[config.mk]
export PLATFORM = sky130hd
export DESIGN_NAME = nn_sequencer
export DESIGN_NICKNAME = d
export VERILOG_FILES = /design/src/rtl/nn_seq_pkg.sv /design/src/rtl/nn_seq_prog_mem.sv /design/src/rtl/nn_sequencer.sv
export SDC_FILE = /design/constraint.sdc
export NUM_CORES = 1
export LEC_CHECK = 0
export CAP_MARGIN = 25
export CORE_UTILIZATION = 60
export DETAILED_ROUTE_END_ITERATION = 10
export DONT_BUFFER_PORTS = 1
export HOLD_SLACK_MARGIN = 0.1
export PLACE_DENSITY = 0.76
export SYNTH_ARGS = -nofsm -noshare
export SYNTH_HDL_FRONTEND = slang
export SYNTH_SLANG_ARGS = --single-unit
[constraint.sdc]
create_clock -name clk -period 8.45 [get_ports clk]
set_input_delay 1.69 -clock clk [delete_from_list [all_inputs] [get_ports clk]]
set_output_delay 1.69 -clock clk [all_outputs]
set_load 0.02 [all_outputs]
[src/rtl/nn_seq_pkg.sv]
// Shared types for the nn instruction sequencer: entry layout, opcodes and FSM states.
package nn_seq_pkg;

    localparam int unsigned PAYLOAD_W = 25;
    localparam int unsigned OP_W      = 3;
    localparam int unsigned ARG_W     = 8;
    localparam int unsigned ENTRY_W   = PAYLOAD_W + OP_W + ARG_W;

    // Opcodes; 5..7 are not listed and behave as OP_HALT.
    typedef enum logic [OP_W-1:0] {
        OP_ISSUE = 3'd0,
        OP_DELAY = 3'd1,
        OP_WAIT  = 3'd2,
        OP_LOOP  = 3'd3,
        OP_HALT  = 3'd4
    } seq_op_t;

    // Program entry: [35:28] arg, [27:25] op, [24:0] payload.
    typedef struct packed {
        logic [ARG_W-1:0]     arg;
        logic [OP_W-1:0]      op;
        logic [PAYLOAD_W-1:0] payload;
    } seq_entry_t;

    typedef enum logic [1:0] {
        StIdle,
        StExec,
        StDelay,
        StWait
    } seq_state_t;

    // Counts of zero are treated as one throughout the sequencer.
    function automatic logic [ARG_W-1:0] at_least_one(input logic [ARG_W-1:0] v);
        return (v == '0) ? ARG_W'(1) : v;
    endfunction

endpackage

[src/rtl/nn_seq_prog_mem.sv]
// Program store for the sequencer: register array, one write port, combinational read.
module nn_seq_prog_mem #(
    parameter int unsigned DEPTH  = 32,
    parameter int unsigned ADDR_W = 5,
    parameter int unsigned WIDTH  = 36
) (
    input  logic              clk,
    input  logic              we,
    input  logic [ADDR_W-1:0] waddr,
    input  logic [WIDTH-1:0]  wdata,
    input  logic [ADDR_W-1:0] raddr,
    output logic [WIDTH-1:0]  rdata
);

    logic [WIDTH-1:0] mem_q [DEPTH];

    // Contents are deliberately not reset; the host reloads the program as needed.
    always_ff @(posedge clk) begin
        if (we) begin
            mem_q[waddr] <= wdata;
        end
    end

    assign rdata = mem_q[raddr];

endmodule

[src/rtl/nn_sequencer.sv]
// Programmable sequencer that drives the 25-bit instruction bus of the nn datapath.
// Steps through a host-loaded program issuing payloads, delays, valid-count waits
// and a single level of looping.
module nn_sequencer
    import nn_seq_pkg::*;
#(
    parameter int unsigned DEPTH   = 32,
    parameter int unsigned ADDR_W  = 5,
    parameter int unsigned TIMEOUT = 1024
) (
    input  logic                 clk,
    input  logic                 rst,
    input  logic                 start,
    input  logic                 abort,
    input  logic                 prog_we,
    input  logic [ADDR_W-1:0]    prog_addr,
    input  logic [ENTRY_W-1:0]   prog_wdata,
    input  logic                 nn_valid_out_1,
    input  logic                 nn_valid_out_2,
    output logic [PAYLOAD_W-1:0] instruction,
    output logic [ADDR_W-1:0]    pc,
    output logic                 busy,
    output logic                 done,
    output logic                 error
);

    localparam int unsigned TCNT_W = $clog2(TIMEOUT + 1);

    seq_state_t           state_q;
    logic [PAYLOAD_W-1:0] instr_q;
    logic [ADDR_W-1:0]    pc_q;
    logic                 busy_q;
    logic                 done_q;
    logic                 error_q;
    logic [ARG_W-1:0]     cnt_q;
    logic [ARG_W-1:0]     vcnt_q;
    logic [TCNT_W-1:0]    tcnt_q;
    logic [ARG_W-1:0]     loop_rem_q;
    logic                 loop_active_q;

    logic [ENTRY_W-1:0]   mem_rdata;
    logic                 mem_we;

    seq_entry_t           cur;
    seq_op_t              op_dec;
    logic                 at_last;
    logic [ADDR_W-1:0]    pc_adv;
    seq_state_t           st_adv;
    logic [ADDR_W-1:0]    loop_tgt;
    logic [ARG_W-1:0]     wait_thr;
    logic                 wait_hit;
    logic                 wait_done;
    logic                 wait_tmo;

    // The program can only change while the sequencer is fully idle.
    assign mem_we = prog_we && (state_q == StIdle) && !busy_q;

    nn_seq_prog_mem #(
        .DEPTH  (DEPTH),
        .ADDR_W (ADDR_W),
        .WIDTH  (ENTRY_W)
    ) u_prog_mem (
        .clk    (clk),
        .we     (mem_we),
        .waddr  (prog_addr),
        .wdata  (prog_wdata),
        .raddr  (pc_q),
        .rdata  (mem_rdata)
    );

    // Decode the current entry and precompute the shared "advance pc" outcome.
    always_comb begin
        cur      = seq_entry_t'(mem_rdata);
        op_dec   = (cur.op > 3'd4) ? OP_HALT : seq_op_t'(cur.op);
        at_last  = (pc_q == ADDR_W'(DEPTH - 1));
        // Stepping past the last entry ends the program in place.
        pc_adv   = at_last ? pc_q : pc_q + ADDR_W'(1);
        st_adv   = at_last ? StIdle : StExec;
        loop_tgt = cur.payload[ADDR_W-1:0];
        if (cur.arg[7]) begin
            // Either-column mode: threshold lives in the low seven bits.
            wait_thr = at_least_one({1'b0, cur.arg[6:0]});
            wait_hit = nn_valid_out_1 || nn_valid_out_2;
        end else begin
            wait_thr = at_least_one(cur.arg);
            wait_hit = nn_valid_out_2;
        end
        wait_done = wait_hit && ((vcnt_q + ARG_W'(1)) >= wait_thr);
        wait_tmo  = (tcnt_q == TCNT_W'(TIMEOUT - 1));
    end

    // Sequencer FSM with registered instruction, pc and status outputs.
    always_ff @(posedge clk) begin
        if (rst) begin
            state_q       <= StIdle;
            instr_q       <= '0;
            pc_q          <= '0;
            busy_q        <= 1'b0;
            done_q        <= 1'b0;
            error_q       <= 1'b0;
            cnt_q         <= '0;
            vcnt_q        <= '0;
            tcnt_q        <= '0;
            loop_rem_q    <= '0;
            loop_active_q <= 1'b0;
        end else if (abort) begin
            state_q       <= StIdle;
            instr_q       <= '0;
            busy_q        <= 1'b0;
            done_q        <= 1'b0;
            loop_rem_q    <= '0;
            loop_active_q <= 1'b0;
        end else begin
            done_q <= 1'b0;
            case (state_q)
                StIdle: begin
                    instr_q <= '0;
                    // busy stays up through the cycle after the FSM returns to idle
                    busy_q  <= start;
                    if (start) begin
                        pc_q          <= '0;
                        error_q       <= 1'b0;
                        loop_rem_q    <= '0;
                        loop_active_q <= 1'b0;
                        state_q       <= StExec;
                    end
                end

                StExec: begin
                    busy_q <= 1'b1;
                    case (op_dec)
                        OP_ISSUE: begin
                            instr_q <= cur.payload;
                            pc_q    <= pc_adv;
                            done_q  <= at_last;
                            state_q <= st_adv;
                        end
                        OP_DELAY: begin
                            instr_q <= '0;
                            if (cur.arg <= ARG_W'(1)) begin
                                pc_q    <= pc_adv;
                                done_q  <= at_last;
                                state_q <= st_adv;
                            end else begin
                                cnt_q   <= cur.arg - ARG_W'(1);
                                state_q <= StDelay;
                            end
                        end
                        OP_WAIT: begin
                            instr_q <= cur.payload;
                            vcnt_q  <= '0;
                            tcnt_q  <= '0;
                            state_q <= StWait;
                        end
                        OP_LOOP: begin
                            instr_q <= '0;
                            if (!loop_active_q && (cur.arg != '0)) begin
                                loop_active_q <= 1'b1;
                                loop_rem_q    <= cur.arg - ARG_W'(1);
                                pc_q          <= loop_tgt;
                            end else if (loop_active_q && (loop_rem_q != '0)) begin
                                loop_rem_q <= loop_rem_q - ARG_W'(1);
                                pc_q       <= loop_tgt;
                            end else begin
                                loop_active_q <= 1'b0;
                                pc_q          <= pc_adv;
                                done_q        <= at_last;
                                state_q       <= st_adv;
                            end
                        end
                        default: begin
                            instr_q <= '0;
                            done_q  <= 1'b1;
                            state_q <= StIdle;
                        end
                    endcase
                end

                StDelay: begin
                    busy_q  <= 1'b1;
                    instr_q <= '0;
                    cnt_q   <= cnt_q - ARG_W'(1);
                    if (cnt_q == ARG_W'(1)) begin
                        pc_q    <= pc_adv;
                        done_q  <= at_last;
                        state_q <= st_adv;
                    end
                end

                StWait: begin
                    busy_q <= 1'b1;
                    // A qualifying valid on the last allowed cycle still counts as success.
                    if (wait_done) begin
                        instr_q <= '0;
                        pc_q    <= pc_adv;
                        done_q  <= at_last;
                        state_q <= st_adv;
                    end else if (wait_tmo) begin
                        error_q <= 1'b1;
                        instr_q <= '0;
                        state_q <= StIdle;
                    end else begin
                        instr_q <= cur.payload;
                        tcnt_q  <= tcnt_q + TCNT_W'(1);
                        if (wait_hit) begin
                            vcnt_q <= vcnt_q + ARG_W'(1);
                        end
                    end
                end

                default: begin
                    state_q <= StIdle;
                end
            endcase
        end
    end

    assign instruction = instr_q;
    assign pc          = pc_q;
    assign busy        = busy_q;
    assign done        = done_q;
    assign error       = error_q;

endmodule

==> summary.txt, run 1 <==
Synthesis
  – Post-synth EDFFs: 1,152
  – Sequential area share after synthesis: 0.748
  – Syn Inst Count: 2,324
  – Compound-Gate Fraction of Synth Area: 0.0245
  – Largest family of logic cells by synthesized area: multiplexers
  – XOR/XNOR Fraction of Synth Area: 0.00490
  – Synth warn: 0
  – Async S/R FF share, synth: 0
  – Post-synthesis mux area share: 0.172
  – Syn_area_per_cell: approximately 21 um2
  – Adder-cell share of the synthesized area: 0.00414
  – Number of synthesized register bits: 1,228
  – Area leader, netlist: edfxtp_1
  – Post-synthesis cell area: about 48,000 um2
  – Post-synth top cells: edfxtp_1, mux4_2, nor2_1
  – Top_reg_cell synth: edfxtp_1
  – Most numerous cell in the Yosys netlist: edfxtp_1
  – Post-Synth Simple-Gate Area: 0.0327
  – Syn Nets: between 2k and 2.5k
  – Top cell type's share of synthesized area: 0.716
  – Netlist cell types: between 70 and 80
  – Top cells by area, synth: edfxtp_1, mux4_2, dfxtp_1

Worst setup path
  – Worst EP required: between 9 and 10 ns
  – R2R cell count: 20
  – Crit path kind: flop to flop
  – Data arrival, critical path: about 7.1 ns
  – CP Launch Type: flop
  – Crit path capture type: flop
  – Critical path peak fanout: 49

Global routing
  – First-pass GRT wire length: roughly 170,000 um
  – Vias in the first global route: about 25k
  – GRT overflow: 0
  – Largest net degree at the start of global routing: around 120
  – Initial antenna violation count: 1
  – Tot GR Track Use: 0.288

STA
  – Final Hold Vio Count: 0
  – Maximum clock rate: ~150 MHz
  – Period minus WS final: around 6.5 ns
  – Final clock skew: around 0.049 ns
  – # setup viols final: 0
  – Slew HR: 0.289
  – Setup TNS: 0 ns
  – Fin crit share: 0.767
  – Final Slew Violations: 0
  – Slew @ Worst Pin: between 1 and 1.5 ns
  – RSZ-0062 raised after global routing: no

Placed design
  – GP Congestion: between 0.8 and 0.9
  – IO buf count: 0
  – Post-DP Area: slightly below 50,000 um2
  – Hpwl dp: 59,300 um

Finish
  – Area Growth Syn to Fin: 11.3%
  – Final Cell Area: about 54,000 um2
  – Nets: roughly 2.4k
  – Antenna fix cells: 0
  – Share of layout cells above drive strength 1: 0.253

Floorplan
  – Height of the die: about 290 um
  – Num rows: 103
  – Core ar.: just under 80,000 um2
  – I/O pins: 81
  – Starting density of the core: 0.609
  – Die footprint: 81,600 um2
  – Chip Width: ~290 um

Clocking
  – Worst-path clk slew: 0.07 ns
  – H-tree levels: 3
  – Number of gates resized after cts: 0
  – Number of setup buffers added after CTS: 0
  – Hold Buf Count CTS: 0
  – CTS Buf Count: ~120
  – CTS max path bufs: 3
  – CTS tree: built
  – Root Buffer: clkbuf_16
  – Worst skew pair latency: ~0.70 ns
  – Clock sink count: ~1.2k

Power
  – Final Power: about 13 mW
  – Power Density: 238 nW/um2
  – Leak Pwr: ~16 nW
  – Max VDD drop: between 0.15 and 0.2 mV

Routing
  – # DRC: 0
  – Routed Antenna Nets: 0
  – 1st-iter DRT viols: roughly 3.3k
  – Vias per cell: ~6.9
  – Total number of vias: between 20k and 25k
  – WL per Instance: between 30 and 40 um
  – Post-Route WL: about 120,000 um
  – DR pass1 iterations: 6

Hold path
  – Hold crit path type: flop to flop
  – Hold path depth: 2

Job
  – Max-cap violations: 0

Outcome
  – Status: finished clean
## sequential cells by signal (all words and copies together) (netlist names), named ones only
name              flops
vcnt_q                8
cnt_q                 8
tcnt_q               11
loop_rem_q            8
busy                  1
instruction          25
u_prog_mem.mem_q   1152
pc                    5
state_q               2
loop_active_q         1
done                  1
error                 1
## logic make-up (layout without fill, tap and decap cells)
logic type                 count (synthesis)  count (layout)
adders and majority gates                 16              16
DFF                                     1228            1228
muxes                                    432             432
and+or+nand+nor                          309             309
xor gates and xnor gates                  27              27
buffers and inverters                    136             294
AOI/OAI and AO/OA                        176             176
## final timing paths
path	startpoint	end	slack, ns
setup / recovery	flop	instruction[24]	1.97
hold / removal	tcnt_q[10]	tcnt_q[10]	0.43
setup reg to reg	flop	instruction[24]	1.97
hold reg to reg	tcnt_q[10]	tcnt_q[10]	0.43
## cell type report
type / count / area, um2
flip-flops and latches: 1228 / 36100
fillers: 4690 / 25500
multi-input cells: 960 / 11800
clock buffers: 141 / 3060
well taps: 1050 / 1310
clock inverters: 81 / 967
repair buffers: 53 / 450
inverters: 19 / 71.3
## per-stage QoR
| step | setup slack (ns) | util | hold WS, ns | std cells |
|---|---|---|---|---|
| after floorplan | 3.56 | - | 0.408 | 2324 |
| after global placement | 2.18 | 0.627 | 0.420 | 3307 |
| after detailed placement | 2.13 | 0.627 | 0.424 | 3310 |
| after CTS | 2.02 | 0.678 | 0.435 | 3532 |
| after global routing | 1.57 | 0.678 | 0.479 | 3532 |
| final | 1.97 | 0.678 | 0.433 | 3532 |
## placed cells by master (no fill, tap or decap), types with 7 or more instances in the layout
master,netlist,final
nand2_1,45,45
buf_4,8,50
nand2b_1,12,11
a31oi_1,14,14
clkinv_1,0,18
or3_1,7,7
dfxtp_1,76,71
o21ai_0,17,17
inv_1,17,17
nor2_4,0,32
o21ai_1,20,20
ha_1,16,16
edfxtp_1,1152,1152
mux2i_1,105,105
nor2b_1,11,11
clkinvlp_4,0,8
clkbuf_1,43,21
a21o_1,7,7
bufinv_16,0,18
xnor2_1,21,21
o22ai_1,20,20
clkbuf_16,0,118
clkinv_2,0,26
mux4_2,317,317
mux2_2,9,9
nor2_1,109,77
nand3_1,34,34
nand3b_1,9,9
a211oi_1,8,8
a22oi_1,21,21
a21oi_1,31,31
nor3b_1,15,15
nor3_1,23,23
## critical path, stage by stage (launching register included)
cell      delay [ns]
dfxtp_4         0.82
buf_4           0.62
buf_4           0.66
mux2i_1         0.19
a22oi_1         0.24
nand2_1         0.10
o21ai_1         0.55
nor4_4          0.10
nand3_1         0.15
nand2_1         0.07
ha_1            0.28
nand2b_1        0.14
a31oi_1         0.20
o21ai_0         0.13
a21o_1          0.19
a211o_1         0.36
a21oi_1         0.37
a21oi_1         0.12
nand2b_2        0.49
buf_16          0.34
nor2_1          0.14
## where the power goes
part | switching, mW | internal [mW]
clock | 2.30 | 3.15
combinational | 0.333 | 0.275
sequential | 0.0490 | 6.69
total | 2.68 | 10.1
## layer usage
layer  routed length, um  share of wire  GRT usage  vias up
met4                3990          0.034      0.103        0
met2               57500           0.50      0.465     1548
met5                   0              0          0        -
li1                    -              -          -     9768
met1               43000           0.37      0.399    12700
met3               11700           0.10     0.0555      244
Note: power is estimated with default switching activity, not from simulation.
==> inputs of run 2 (changes only) <==
clock period = 6.5 ns   (was 8.45 ns; I/O delays follow)
==> run 2 against run 1 <==
Flip-flop and latch count stayed put. Core utilization hardly changed. Register-to-register slack worse by 1.5 ns. Die area stayed put. First-iteration DRC count is 0.76% higher. Critical path depth stayed put.
==> summary.txt, run 2 (synthesis gave the netlist of run 1 again) <==
Outcome
  – Status: finished clean

STA
  – Slew @ Worst Pin: 1.05 ns (-0.0126 ns)
  – Hold slack: 0.438 ns (+0.00446 ns)
  – Maximum clock rate: 165 MHz (+6.7%)
  – Setup TNS: 0 ns (unchanged)
  – # setup viols final: 0 (unchanged)
  – Period minus WS final: 6.08 ns (-0.405 ns)
  – Final Hold Vio Count: 0 (unchanged)
  – RSZ-0062 raised after global routing: yes
  – Final clock skew: 0.0311 ns (-0.0177 ns)
  – Slew HR: 0.296 (+0.00695)
  – Fin crit share: 0.935 (+0.168)
  – Final Slew Violations: 0 (unchanged)

Placed design
  – IO buf count: 0 (unchanged)
  – GP Congestion: 0.883 (-0.45%)
  – Post-DP Area: 49,800 um2 (+0.17%)
  – Hpwl dp: 62,100 um (+4.7%)

Routing
  – Routed Antenna Nets: 0 (unchanged)
  – Vias per cell: 6.86 (-0.18%)
  – DR pass1 iterations: 5 (-1)
  – Total number of vias: 24.3k (+0.070%)
  – # DRC: 0 (unchanged)
  – 1st-iter DRT viols: 3,326 (+0.76%)
  – WL per Instance: 32.7 um (-0.61%)
  – Post-Route WL: 116,000 um (-0.36%)

Clocking
  – CTS max path bufs: 3 (unchanged)
  – H-tree levels: 3 (unchanged)
  – CTS Buf Count: 117 (-0.85%)
  – Worst-path clk slew: 0.06 ns (about the same)
  – Number of gates resized after cts: 0 (unchanged)
  – Hold Buf Count CTS: 0 (unchanged)
  – Worst skew pair latency: 0.70 ns (about the same)
  – Clock sink count: 1,228 (unchanged)
  – Number of setup buffers added after CTS: 0 (unchanged)
  – Root Buffer: clkbuf_16
  – CTS tree: built

Hold path
  – Hold Crit Endpoint: tcnt_q[10]
  – HP Start: tcnt_q[10]
  – Hold crit path type: flop to flop
  – Hold path depth: 2 (unchanged)

Worst setup path
  – Crit-path slowest cell: a221oi_1
  – Data arrival, critical path: 6.67 ns (-0.40 ns)
  – Worst path cell trace: buf_4 -> mux2_2 -> o22ai_1 -> a221oi_1 -> inv_1 -> ha_1 -> inv_1 -> nor4_4 -> nand3_1 -> nand2_1 -> ha_1 -> nand2b_1 -> a31oi_1 -> o21ai_0 -> a21o_1 -> a211o_1 -> a21oi_1 -> a21oi_1 -> nand2b_2 -> nor2_1
  – Crit path capture type: flop
  – Reg2Reg Setup Slack: 0.42 ns (-1.55 ns)
  – Worst EP required: 7.09 ns (-1.95 ns)
  – CP Launch Type: flop
  – Critical path peak fanout: 33 (-33%)
  – Crit path kind: flop to flop
  – Peak per-stage delay on the critical path: 0.76 ns (-0.06 ns)
  – RR Endpoint: instruction[7]
  – R2R cell count: 20 (unchanged)

Floorplan
  – Chip Width: 286 um (unchanged)
  – Height of the die: 286 um (unchanged)
  – Core ar.: 79,300 um2 (unchanged)
  – I/O pins: 81 (unchanged)
  – Starting density of the core: 0.609 (unchanged)
  – Die footprint: 81,600 um2 (unchanged)
  – Num rows: 103 (unchanged)

Finish
  – Reg with most FFs: u_prog_mem.mem_q
  – Antenna fix cells: 0 (unchanged)
  – Area Growth Syn to Fin: 11.3% (about the same)
  – Nets: 2,454 (+0.41%)
  – Commonest non-fill, non-tap cell in the layout: edfxtp_1
  – Most frequent cells in the layout: edfxtp_1, mux4_2, clkbuf_16, mux2i_1, nor2_1
  – Final Cell Area: 53,800 um2 (about the same)
  – Utilization after layout: 0.678 (about the same)
  – Max FFs per register: 1,152 (unchanged)
  – Share of layout cells above drive strength 1: 0.251 (-0.00212)

Global routing
  – GRT overflow: 0 (unchanged)
  – Initial antenna violation count: 1 (unchanged)
  – Vias in the first global route: 24.9k (+0.42%)
  – First-pass GRT wire length: 168,000 um (-0.24%)
  – Largest net degree at the start of global routing: 101 (-14%)
  – Tot GR Track Use: 0.288 (-0.000664)

Power
  – Final Power: 16.5 mW (+29%)
  – Power Density: 307 nW/um2 (+29%)
  – Leak Pwr: 16.3 nW (about the same)
  – Max VDD drop: 0.231 mV (+27%)

Job
  – Max-cap violations: 0 (unchanged)
## run 2: worst max-delay path by stage
stage                          end
finish              instruction[7]
global route                  flop
CTS                           flop
detailed placement            flop
global placement              flop
floorplan                vcnt_q[1]
## run 2: through the flow
step,setup WS (ns),instances
4_1_cts,0.467,3539
3_3_place_gp,0.592,3317
2_1_floorplan,1.61,2324
5_1_grt,-0.0523,3541
6_report,0.424,3541
3_5_place_dp,0.522,3319
## run 2: cell type report
class | instances | area [um2]
clock buffers | 141 | 3050
clock inverters | 79 | 868
fillers | 4726 | 25500
inverters | 19 | 71.3
multi-input cells | 960 | 11800
flip-flops and latches | 1228 | 36100
well taps | 1050 | 1310
repair buffers | 64 | 571
## run 2: layer usage
layer	track usage	wire length [um]	vias to the layer above
li1	-	-	9814
met1	0.397	43000	12700
met2	0.464	57100	1552
met3	0.0663	12200	209
met4	0.0884	3340	0
met5	0	0	-
## run 2: critical path, delay by kind of cell, from the launching register on
kind                     cells  cell delay [ns]
AO/OA/AOI/OAI                8             2.13
AND/OR/NAND/NOR              6             1.45
buffers and inverters        3             0.81
flip-flops                   1             0.72
adder cells (fa/ha/maj)      2             0.56
multiplexers                 1             0.24
## run 2: power breakdown
part | internal [mW] | switching [mW] | total [mW] | leakage [nW]
registers | 8.69 | 0.0547 | 8.75 | 11.0
logic | 0.360 | 0.447 | 0.807 | 3.37
clock network | 3.95 | 2.97 | 6.93 | 1.89
total | 13.0 | 3.47 | 16.5 | 16.3
